<file path="src/rtl/jtbubl_pkg.sv">
// Shared constants for the JTBUBL interrupt/watchdog block.
package jtbubl_pkg;

    localparam logic IRQ_LATCH = 1'b0;
    localparam logic IRQ_PULSE = 1'b1;

    typedef enum logic {
        WD_RUN  = 1'b0,
        WD_HOLD = 1'b1
    } wd_state_e;

endpackage

</file>
<file path="src/rtl/jtbubl_irq_chan.sv">
// One interrupt channel: cen-sampled rising-edge detect, then either a latch
// cleared by ack or a 2^PW cen-tick pulse.
module jtbubl_irq_chan
    import jtbubl_pkg::*;
#(
    parameter int unsigned PW = 4
) (
    input  logic clk24,
    input  logic rst,
    input  logic cen_i,
    input  logic src_i,
    input  logic mode_i,
    input  logic ack_i,
    output logic irq_n_o
);

    logic          last_q, last_d;
    logic          active_q, active_d;
    logic [PW-1:0] cnt_q, cnt_d;
    logic          rise;

    assign rise    = cen_i & src_i & ~last_q;
    assign irq_n_o = ~active_q;

    always_comb begin
        last_d   = cen_i ? src_i : last_q;
        active_d = active_q;
        cnt_d    = cnt_q;
        if (mode_i == IRQ_LATCH) begin
            if (ack_i) active_d = 1'b0;
        end else if (cen_i && active_q) begin
            if (&cnt_q) active_d = 1'b0;
            else        cnt_d    = cnt_q + PW'(1);
        end
        // A fresh edge overrides a same-cycle ack and restarts a running pulse
        if (rise) begin
            active_d = 1'b1;
            cnt_d    = '0;
        end
    end

    always_ff @(posedge clk24 or posedge rst) begin
        if (rst) begin
            last_q   <= 1'b1;
            active_q <= 1'b0;
            cnt_q    <= '0;
        end else begin
            last_q   <= last_d;
            active_q <= active_d;
            cnt_q    <= cnt_d;
        end
    end

endmodule

</file>
<file path="src/rtl/jtbubl_irq_wdog.sv">
// Interrupt generator plus frame watchdog with held, self-releasing CPU reset.
// Define JTBUBL_WDOG_EN to build the watchdog; otherwise wdog_rst_n follows rst only.
module jtbubl_irq_wdog
    import jtbubl_pkg::*;
#(
    parameter int unsigned NIRQ = 3,
    parameter int unsigned PW   = 4,
    parameter int unsigned WW   = 8,
    parameter int unsigned HOLD = 4
) (
    input  logic            clk24,
    input  logic            rst,
    input  logic            cen,
    input  logic            LVBL,
    input  logic            wdog_clr,
    input  logic [NIRQ-1:0] irq_src,
    input  logic [NIRQ-1:0] irq_mode,
    input  logic [NIRQ-1:0] irq_ack,
    output logic [NIRQ-1:0] irq_n,
    output logic            wdog_rst_n,
    output logic [WW-1:0]   wdog_cnt
);

    for (genvar i = 0; i < NIRQ; i++) begin : g_chan
        jtbubl_irq_chan #(
            .PW(PW)
        ) u_chan (
            .clk24   (clk24),
            .rst     (rst),
            .cen_i   (cen),
            .src_i   (irq_src[i]),
            .mode_i  (irq_mode[i]),
            .ack_i   (irq_ack[i]),
            .irq_n_o (irq_n[i])
        );
    end

    logic rstn_q, rstn_d;

    assign wdog_rst_n = rstn_q;

`ifdef JTBUBL_WDOG_EN
    wd_state_e     state_q, state_d;
    logic [WW-1:0] cnt_q, cnt_d;
    logic [WW-1:0] hold_q, hold_d;
    logic          lvbl_q;
    logic          tick;

    assign tick     = LVBL & ~lvbl_q;
    assign wdog_cnt = cnt_q;

    always_comb begin
        state_d = state_q;
        cnt_d   = cnt_q;
        hold_d  = hold_q;
        rstn_d  = 1'b1;
        unique case (state_q)
            WD_RUN: begin
                if (wdog_clr)  cnt_d = '0;
                else if (tick) cnt_d = cnt_q + WW'(1);
                // MSB set means the frame limit was reached; counter never wraps
                if (cnt_d[WW-1]) begin
                    state_d = WD_HOLD;
                    rstn_d  = 1'b0;
                end
            end
            WD_HOLD: begin
                rstn_d = 1'b0;
                if (tick) begin
                    hold_d = hold_q + WW'(1);
                    if (hold_d == WW'(HOLD)) begin
                        cnt_d   = '0;
                        hold_d  = '0;
                        state_d = WD_RUN;
                        rstn_d  = 1'b1;
                    end
                end
            end
            default: state_d = WD_RUN;
        endcase
    end

    always_ff @(posedge clk24 or posedge rst) begin
        if (rst) begin
            state_q <= WD_RUN;
            cnt_q   <= '0;
            hold_q  <= '0;
            lvbl_q  <= 1'b1;
            rstn_q  <= 1'b0;
        end else begin
            state_q <= state_d;
            cnt_q   <= cnt_d;
            hold_q  <= hold_d;
            lvbl_q  <= LVBL;
            rstn_q  <= rstn_d;
        end
    end
`else
    logic unused_wdog;

    assign unused_wdog = ^{LVBL, wdog_clr};
    assign wdog_cnt    = '0;
    assign rstn_d      = 1'b1;

    always_ff @(posedge clk24 or posedge rst) begin
        if (rst) rstn_q <= 1'b0;
        else     rstn_q <= rstn_d;
    end
`endif

endmodule

</file>
<file path="config.mk">
export PLATFORM = sky130hd
export DESIGN_NAME = jtbubl_irq_wdog
export DESIGN_NICKNAME = d
export VERILOG_FILES = /design/src/rtl/jtbubl_pkg.sv /design/src/rtl/jtbubl_irq_chan.sv /design/src/rtl/jtbubl_irq_wdog.sv
export SDC_FILE = /design/constraint.sdc
export NUM_CORES = 1
export LEC_CHECK = 0
export CAP_MARGIN = 15
export CORE_ASPECT_RATIO = 1.75
export CORE_UTILIZATION = 35
export CTS_CLUSTER_SIZE = 10
export DETAILED_ROUTE_END_ITERATION = 12
export GPL_ROUTABILITY_DRIVEN = 0
export PLACE_DENSITY = 0.57
export SETUP_SLACK_MARGIN = 0.4
export SLEW_MARGIN = 20
export SYNTH_ARGS = -nofsm -noshare
export SYNTH_HDL_FRONTEND = slang
export SYNTH_SLANG_ARGS = --single-unit
export TNS_END_PERCENT = 20
</file>
<file path="constraint.sdc">
create_clock -name clk24 -period 1.6 [get_ports clk24]
set_input_delay 0.16 -clock clk24 [delete_from_list [all_inputs] [get_ports clk24]]
set_output_delay 0.16 -clock clk24 [all_outputs]
set_load 0.02 [all_outputs]
</file>
# Word-level counts from Yosys, hierarchy flattened
# Cells that the tools add are included.
# totals
elab_cells	82
latch_bits	0
reg_bits	19
mem_bits_rw	0
output_inout_bits	12
memories	0
rom_bits	0
input_bits	14
# classes
shifts	0
n_eq_ne	9
bitwise	12
mux	27
reduce_logical	21
mul	0
magnitude_cmp	0
div	0
addsub	3
# op_table
cell	count
2-to-1 mux 4 bit	12
!= test 3 x 1 -> 1 bit (second input constant)	6
AND reduction 3 bit	6
2-to-1 mux 1 bit	15
adder 4 x 1 -> 4 bit (second input constant)	3
AND reduction 4 bit	3
nonzero test 2 bit	6
nonzero test 3 bit	3
bitwise AND 1 bit	6
!= test 2 x 1 -> 1 bit (second input constant)	3
NOT 1 bit	6
logical AND 1 bit	3

# Depth between registers and ports, before layout
# Gate-level depths: netlist (run 1).
# depth
depth_word	5
ltp_mapped	4
depth_no_buf	4

# Cells and area by module
# Synthesis (run 1) repeated with hierarchy kept, for this count alone.
# hier_totals
hier_cells	111
area_unflattened_um2	1091.0
# by_module_without_submodules
module	area_per_inst_um2	cells_each	n_inst	seq_area_each_um2
jtbubl_irq_chan	331.6	33	3	151.4
jtbubl_irq_wdog	96.3	12	1	25.0

# Worst setup path after synthesis (run 1)
# Ideal clock, no wire load.
# synth_timing
kind	reg-to-reg
startpoint	reg g_chan[1].u_chan.cnt_q[0]
endpoint	reg g_chan[1].u_chan.cnt_q[3]
setup_time_ps	125
t_arrival_ps	1319
path_slack_ps	156
required_ps	1475
period_less_slack_ps	1444
path_buffers	0
stages_incl_launch_ff	5
cell_sequence	dfrtp_1 ha_1 and3_1 nor3_1 mux2_2
# synth_between
elab_chain_len	5
word_cells_on_any_way	8
classes_between	1 x add/sub; 1 x eq/ne; 4 x mux; 2 x reduce/logical
# synth_lines
element	line	rtl
start: declaration	jtbubl_irq_chan.sv:19	logic [PW-1:0] cnt_q, cnt_d;
start signal: assignment	jtbubl_irq_chan.sv:50	cnt_q <= cnt_d;
adder 4 x 1 -> 4 bit	jtbubl_irq_chan.sv:33	else cnt_d = cnt_q + PW'(1);
2-to-1 mux 4 bit	jtbubl_irq_chan.sv:32	if (&cnt_q) active_d = 1'b0;
2-to-1 mux 4 bit	jtbubl_irq_chan.sv:31	end else if (cen_i && active_q) begin
2-to-1 mux 4 bit	jtbubl_irq_chan.sv:29	if (mode_i == IRQ_LATCH) begin
2-to-1 mux 4 bit	jtbubl_irq_chan.sv:36	if (rise) begin
# Several ways; a longest one is shown, not always the timed one. The select of a mux whose other input is x is not followed.
# A chain may end at the register's enable or synchronous reset.

# Worst setup path after layout (run 1)
# layout_timing
startpoint	reg g_chan[0].u_chan.cnt_q[0]
endpoint	reg g_chan[0].u_chan.cnt_q[1]
# layout_between
elab_chain_len	5
word_cells_on_any_way	8
classes_between	1 x add/sub; 1 x eq/ne; 4 x mux; 2 x reduce/logical
# layout_lines
element	line
start: declaration	jtbubl_irq_chan.sv:19
start signal: assignment	jtbubl_irq_chan.sv:50
adder 4 x 1 -> 4 bit	jtbubl_irq_chan.sv:33
2-to-1 mux 4 bit	jtbubl_irq_chan.sv:32
2-to-1 mux 4 bit	jtbubl_irq_chan.sv:31
2-to-1 mux 4 bit	jtbubl_irq_chan.sv:29
2-to-1 mux 4 bit	jtbubl_irq_chan.sv:36
# Several ways; a longest one is shown, not always the timed one. The select of a mux whose other input is x is not followed.

==> results of run 1 <==
critical path, stage by stage, from the launching register on:
cell and delay, ns:
dfrtp_1 0.39, ha_2 0.19, and3_4 0.20, or3b_1 0.35, a21oi_1 0.14
final timing paths:
check,slack (ns),depth (start not counted),to
worst max-delay path,0.26,4,g_chan[0].u_chan.cnt_q[1]$_DFFE_PP0P_
max in group asynchronous,1.10,3,g_chan[2].u_chan.last_q$_DFFE_PP1P_
worst min-delay path,0.23,3,g_chan[1].u_chan.cnt_q[1]$_DFFE_PP0P_
worst max register to register,0.26,4,g_chan[0].u_chan.cnt_q[1]$_DFFE_PP0P_
min in group clk24,0.49,3,g_chan[0].u_chan.last_q$_DFFE_PP1P_
worst min register to register,0.50,2,g_chan[0].u_chan.last_q$_DFFE_PP1P_
cells in the mapped netlist (all sizes together) (3+ instances only):
library cell  instances  share of area (%)
inv                   7                2.4
a21oi                 9                4.2
o21ai                 9                4.2
nand3                 8                4.7
dfstp                 3                7.3
or3                   4                2.3
nor2                  3                1.0
buf                  14                9.7
mux2                  4                4.2
nor3                  4                1.9
ha                    3                3.5
and3                  6                3.5
nand3b                3                2.1
dfrtp                16                 37
per-stage QoR:
step	setup slack, ns	util, %	instance area [um2]
3_5_place_dp	-0.0675	43.0	1260
3_3_place_gp	0.0160	43.0	1260
4_1_cts	0.251	46.2	1350
6_report	0.264	47.6	1390
2_1_floorplan	0.307	-	1140
5_1_grt	0.208	47.6	1390
routing by layer:
layer	vias to the layer above	share of wire, %	GRT usage (%)
met4	0	1.1	8.75
met3	2	1.5	1.44
met2	7	58	25.0
li1	420	-	-
met5	-	0	0
met1	442	39	14.3
area by class of cell:
cell class,count,area [um2]
Fill cell,288,1530
Multi-Input combinational cell,77,558
Inverter,7,26.3
Sequential cell,19,479
Clock buffer,4,45.0
Timing Repair Buffer,28,250
Tap cell,28,35.0
flip-flops by register name, indices dropped and copies added (netlist names):
name,cells
g_chan.u_chan.active_q,3
g_chan.u_chan.cnt_q,12
g_chan.u_chan.last_q,3
wdog_rst_n,1
cell usage in the layout, fill, tap and decap left out, types with 5 or more instances in the layout:
cell type        count
a21oi_1              8
buf_4               12
clkdlybuf4s50_1     12
conb_1               9
dfrtp_1             16
inv_1                7
nand3_1              5
o21ai_0              9
timing repair:
item,CTS,global route
resized for setup,7,4
setup endpoints to repair,16,17
pin swaps,3,3
setup buffers,5,3
power groups by stage:
stage / Sequential (mW) / Clock, mW / Combinational (mW)
final: 0.592 / 0.326 / 0.307
after global placement: 0.604 / 0 / 0.230
after floorplan: 0.596 / 0 / 0.183
after global routing: 0.601 / 0.357 / 0.341
after detailed placement: 0.609 / 0 / 0.245
after CTS: 0.589 / 0.346 / 0.295
kinds of logic (layout without fill, tap and decap cells):
kind of cell	after synthesis	after routing	share of synthesized area [%]
fa+ha+maj	3	3	3.50
simple gates	38	38	22.5
flops	19	19	44.6
mux	4	4	4.20
other cells	2	9	0.700
buf+inv	21	39	12.1
compound gates	23	23	12.4
==> results_dict.tcl, run 1 <==
set metrics [dict create \
    io_pins 26 \
    synth_seq_cells 19 \
    power.total_mw 1.23 \
    crit_required_ns 1.78 \
    final_antenna_net_count 0 \
    syn_avg_cell_area_um2 9.76 \
    finalClockSkew_ns 0.00268 \
    ys_types 28 \
    ys.flop_type "dfrtp_1" \
    die_area_um2 3300 \
    drc 0 \
    grt-ovfl-total 0 \
    antenna_cells 0 \
    rows 26 \
    vias_per_cell 5.34 \
    clock-sinks 19 \
    clk_latency_ns 0.25 \
    clk_pin_slew_ns 0.07 \
    power_frac_seq_pct 48.3 \
    htreeDepth 1 \
    worstPathArrival_ns 1.52 \
    seq_area_frac_synth_pct 44.6 \
    vias 871 \
    finalCriticalPeriod_ns 1.34 \
    rsz0062_at_grt "yes" \
    root_buffer "clkbuf_8" \
    fin_crit_sh_pct 83.5 \
    area_growth_pct 29.8 \
    switching_share_pct 28.0 \
    routed_wl_mm 2.11 \
    wl_per_cell_um 12.9 \
    synth.cell_area_um2 1070 \
    r2r_start "g_chan[0].u_chan.cnt_q[0]$_DFFE_PP0P_" \
    cap_violations 0 \
    critical_path_class "reg2reg" \
    cts_buffers 3 \
    cp-startpoint "g_chan[0].u_chan.cnt_q[0]$_DFFE_PP0P_" \
    drive_gt1_share_pct 28.1 \
    slew_violations 0 \
    cts_hold_repair.buffers 0 \
    start_util_pct 36.7 \
    clk_path_buf_depth 2 \
    combPwrFrac_pct 25.1 \
    p_leak_nw 0.626 \
    place.port_buffers 15 \
    first_global_vias 809 \
    antenna_found_initial 0 \
    die-width_um 43.9 \
    grt_start_max_net_pins 20 \
    tns_ns 0 \
    core_area_um2 2930 \
    first_pass_iters 6 \
    grt_pass1_wl_mm 3.34 \
    grt_usage_pct 13.6 \
    power_switching_uw 343 \
    die_y_um 75.3 \
    post_layout_nonfiller_instances 163 \
    powerDensity_nw_per_um2 879 \
    finalSetupViolations 0 \
    path_max_fanout 6 \
    synth_cells 110 \
    start_kind "register" \
    hold_viol 0 \
    yosysWarnings 0 \
    internal_power_uw 882 \
    synth_edf_count 0 \
    nNetsFinal 153 \
    status "completed" \
    first_iter_violations 9 \
    hp-class "in2async" \
    clock_power_share_pct 26.6 \
    place_hpwl_mm 1.54 \
    fmax_mhz 748 \
    end_kind "register" \
    async_flop_share_pct 100 \
    whs_ns 0.232 \
    vdd_drop_max_mv 0.713 \
    place_inst 151 \
    cts_tree "built" \
]
No activity file was read; power rests on OpenSTA's default activity.
==> inputs of run 2 (changes only) <==
PLACE_DENSITY = 0.59   (was 0.57)
clock period = 1.2 ns   (was 1.6 ns; I/O delays follow)
==> results_dict.tcl, run 2 (same netlist as run 1, synthesis figures left out) <==
set metrics [dict create \
    dpl_cell_area_um2 1390 \
    switching_share_pct 28.8 \
    cpPeakStageDelay_ns 0.39 \
    path_max_fanout 5 \
    clock_power_share_pct 26.3 \
    cts_buffers 3 \
    core_area_um2 2930 \
    combPwrFrac_pct 27.7 \
    r2r-end "g_chan[0].u_chan.cnt_q[1]$_DFFE_PP0P_" \
    worstPathArrival_ns 1.52 \
    finalClockSkew_ns 0.00731 \
    rsz0062_at_grt "yes" \
    nNetsFinal 165 \
    clk_path_buf_depth 2 \
    antenna_cells 0 \
    vias_per_cell 5.09 \
    start_util_pct 36.7 \
    vias 890 \
    layout_commonest_cell "buf_4" \
    power_switching_uw 492 \
    cts_tree "built" \
    cap_violations 0 \
    num-fill-cells 267 \
    cts_hold_repair.buffers 0 \
    vdd_drop_max_mv 0.839 \
    clock-sinks 19 \
    antenna_found_initial 0 \
    crit_required_ns 1.39 \
    finalSetupViolations 9 \
    reg.largest.list "g_chan.u_chan.cnt_q (12), g_chan.u_chan.active_q (3), g_chan.u_chan.last_q (3)" \
    first_global_vias 868 \
    root_buffer "clkbuf_8" \
    place_hpwl_mm 1.58 \
    status "finished with violations" \
    die_y_um 75.3 \
    drive_gt1_share_pct 44.9 \
    hp-class "in2async" \
    mostFrequentLayoutCells "buf_4 (22), dfrtp_1 (16), conb_1 (9), clkdlybuf4s50_1 (9)" \
    first_pass_iters 5 \
    ff2ff_setup_slack_ns -0.13 \
    path_cells "ha_2, and3_4, or3b_4, a21oi_2" \
    htreeDepth 1 \
    clk_latency_ns 0.26 \
    fin_ws_ns -0.134 \
    grt-ovfl-total 0 \
    power_frac_seq_pct 46.0 \
    grt_usage_pct 15.0 \
    wl_per_cell_um 12.7 \
    whs_ns 0.189 \
    end_kind "register" \
    r2r_start "g_chan[0].u_chan.cnt_q[0]$_DFFE_PP0P_" \
    regMostFlops "g_chan.u_chan.cnt_q" \
    clk_pin_slew_ns 0.08 \
    slew_violations 0 \
    grt_pass1_wl_mm 3.67 \
    die_area_um2 3300 \
    start_kind "register" \
    die-width_um 43.9 \
    fin_crit_sh_pct 111 \
    largest_reg_flops 12 \
    first_iter_violations 26 \
    finalCriticalPeriod_ns 1.33 \
    io_pins 26 \
    rows 26 \
    area_growth_pct 44.8 \
    violations "negative setup slack" \
    powerDensity_nw_per_um2 1100 \
    critical_path_class "reg2reg" \
    place.port_buffers 15 \
    post-route-cell-area_um2 1550 \
    finalCoreUtilization_pct 53.1 \
    hold_viol 0 \
    fmax_mhz 749 \
    grt_start_max_net_pins 20 \
    drc 0 \
    p_leak_nw 0.725 \
    routed_wl_mm 2.22 \
    final_antenna_net_count 0 \
    internal_power_mw 1.22 \
    r2r_cells 4 \
    cp_slowest_cell "dfrtp_1" \
]
-- run 2: worst max-delay path by stage --
| stage | startpoint | to | slack (ns) | cells past startpoint |
|---|---|---|---|---|
| 2_1_floorplan | g_chan[1].u_chan.cnt_q[1]$_DFFE_PP0P_ | g_chan[1].u_chan.cnt_q[3]$_DFFE_PP0P_ | -0.09 | 4 |
| 3_3_place_gp | cen | g_chan[2].u_chan.cnt_q[3]$_DFFE_PP0P_ | -0.34 | 5 |
| 3_5_place_dp | cen | g_chan[1].u_chan.cnt_q[3]$_DFFE_PP0P_ | -0.38 | 5 |
| 4_1_cts | g_chan[1].u_chan.cnt_q[1]$_DFFE_PP0P_ | g_chan[1].u_chan.cnt_q[3]$_DFFE_PP0P_ | -0.13 | 4 |
| 5_1_grt | g_chan[0].u_chan.cnt_q[0]$_DFFE_PP0P_ | g_chan[0].u_chan.cnt_q[1]$_DFFE_PP0P_ | -0.20 | 5 |
| 6_report | g_chan[0].u_chan.cnt_q[0]$_DFFE_PP0P_ | g_chan[0].u_chan.cnt_q[1]$_DFFE_PP0P_ | -0.13 | 4 |
-- run 2: worst max-delay path, delay by kind of cell (launching register included) --
family,cells,cell delay (ns)
and+or+nand+nor,2,0.57
DFF,1,0.39
adders and majority gates,1,0.20
AOI/OAI and AO/OA,1,0.11
-- run 2: power groups by stage --
| stage | sequential [mW] | clock [mW] | combinational (mW) |
|---|---|---|---|
| 2_1_floorplan | 0.795 | 0 | 0.244 |
| 3_3_place_gp | 0.790 | 0 | 0.422 |
| 3_5_place_dp | 0.796 | 0 | 0.433 |
| 4_1_cts | 0.785 | 0.476 | 0.456 |
| 5_1_grt | 0.800 | 0.490 | 0.532 |
| 6_report | 0.786 | 0.449 | 0.473 |
-- run 2: through the flow --
step	TNS [ns]	setup slack [ns]	total power, mW	cells
after floorplan	-0.405	-0.0929	1.04	117
after detailed placement	-4.33	-0.376	1.23	169
after global routing	-1.40	-0.198	1.82	175
after global placement	-3.66	-0.340	1.21	169
final	-0.808	-0.134	1.71	175
after CTS	-0.815	-0.133	1.72	175
-- run 2: cell type report --
| class | instances | area, um2 | area share, % |
|---|---|---|---|
| flip-flops and latches | 19 | 479 | 30.8 |
| repair buffers | 40 | 355 | 22.9 |
| clock buffers | 3 | 41.3 | 2.66 |
| clock inverters | 1 | 5.00 | 0.322 |
| well taps | 28 | 35.0 | 2.25 |
| multi-input cells | 77 | 612 | 39.4 |
| inverters | 7 | 26.3 | 1.69 |
-- run 2: what timing repair did --
action | CTS | global route
gates resized for setup | 40 | 9
cloned | 0 | 0
setup buffers | 2 | 0
endpoints found under the setup margin | 22 | 19
pin swaps | 10 | 3
-- run 2: per-layer routing --
metal / vias up / GRT usage (%) / wire, um
met4: 0 / 8.08 / 27
met1: 432 / 17.2 / 867
met3: 2 / 1.92 / 56
met5: - / 0 / 0
met2: 13 / 26.5 / 1270
li1: 443 / - / -
==> inputs of run 3 (changes only) <==
CTS_CLUSTER_DIAMETER = 40   (was unset)
==> results of run 3 <==
Same layout as run 2: the final DEF is identical, and so are final timing and power.
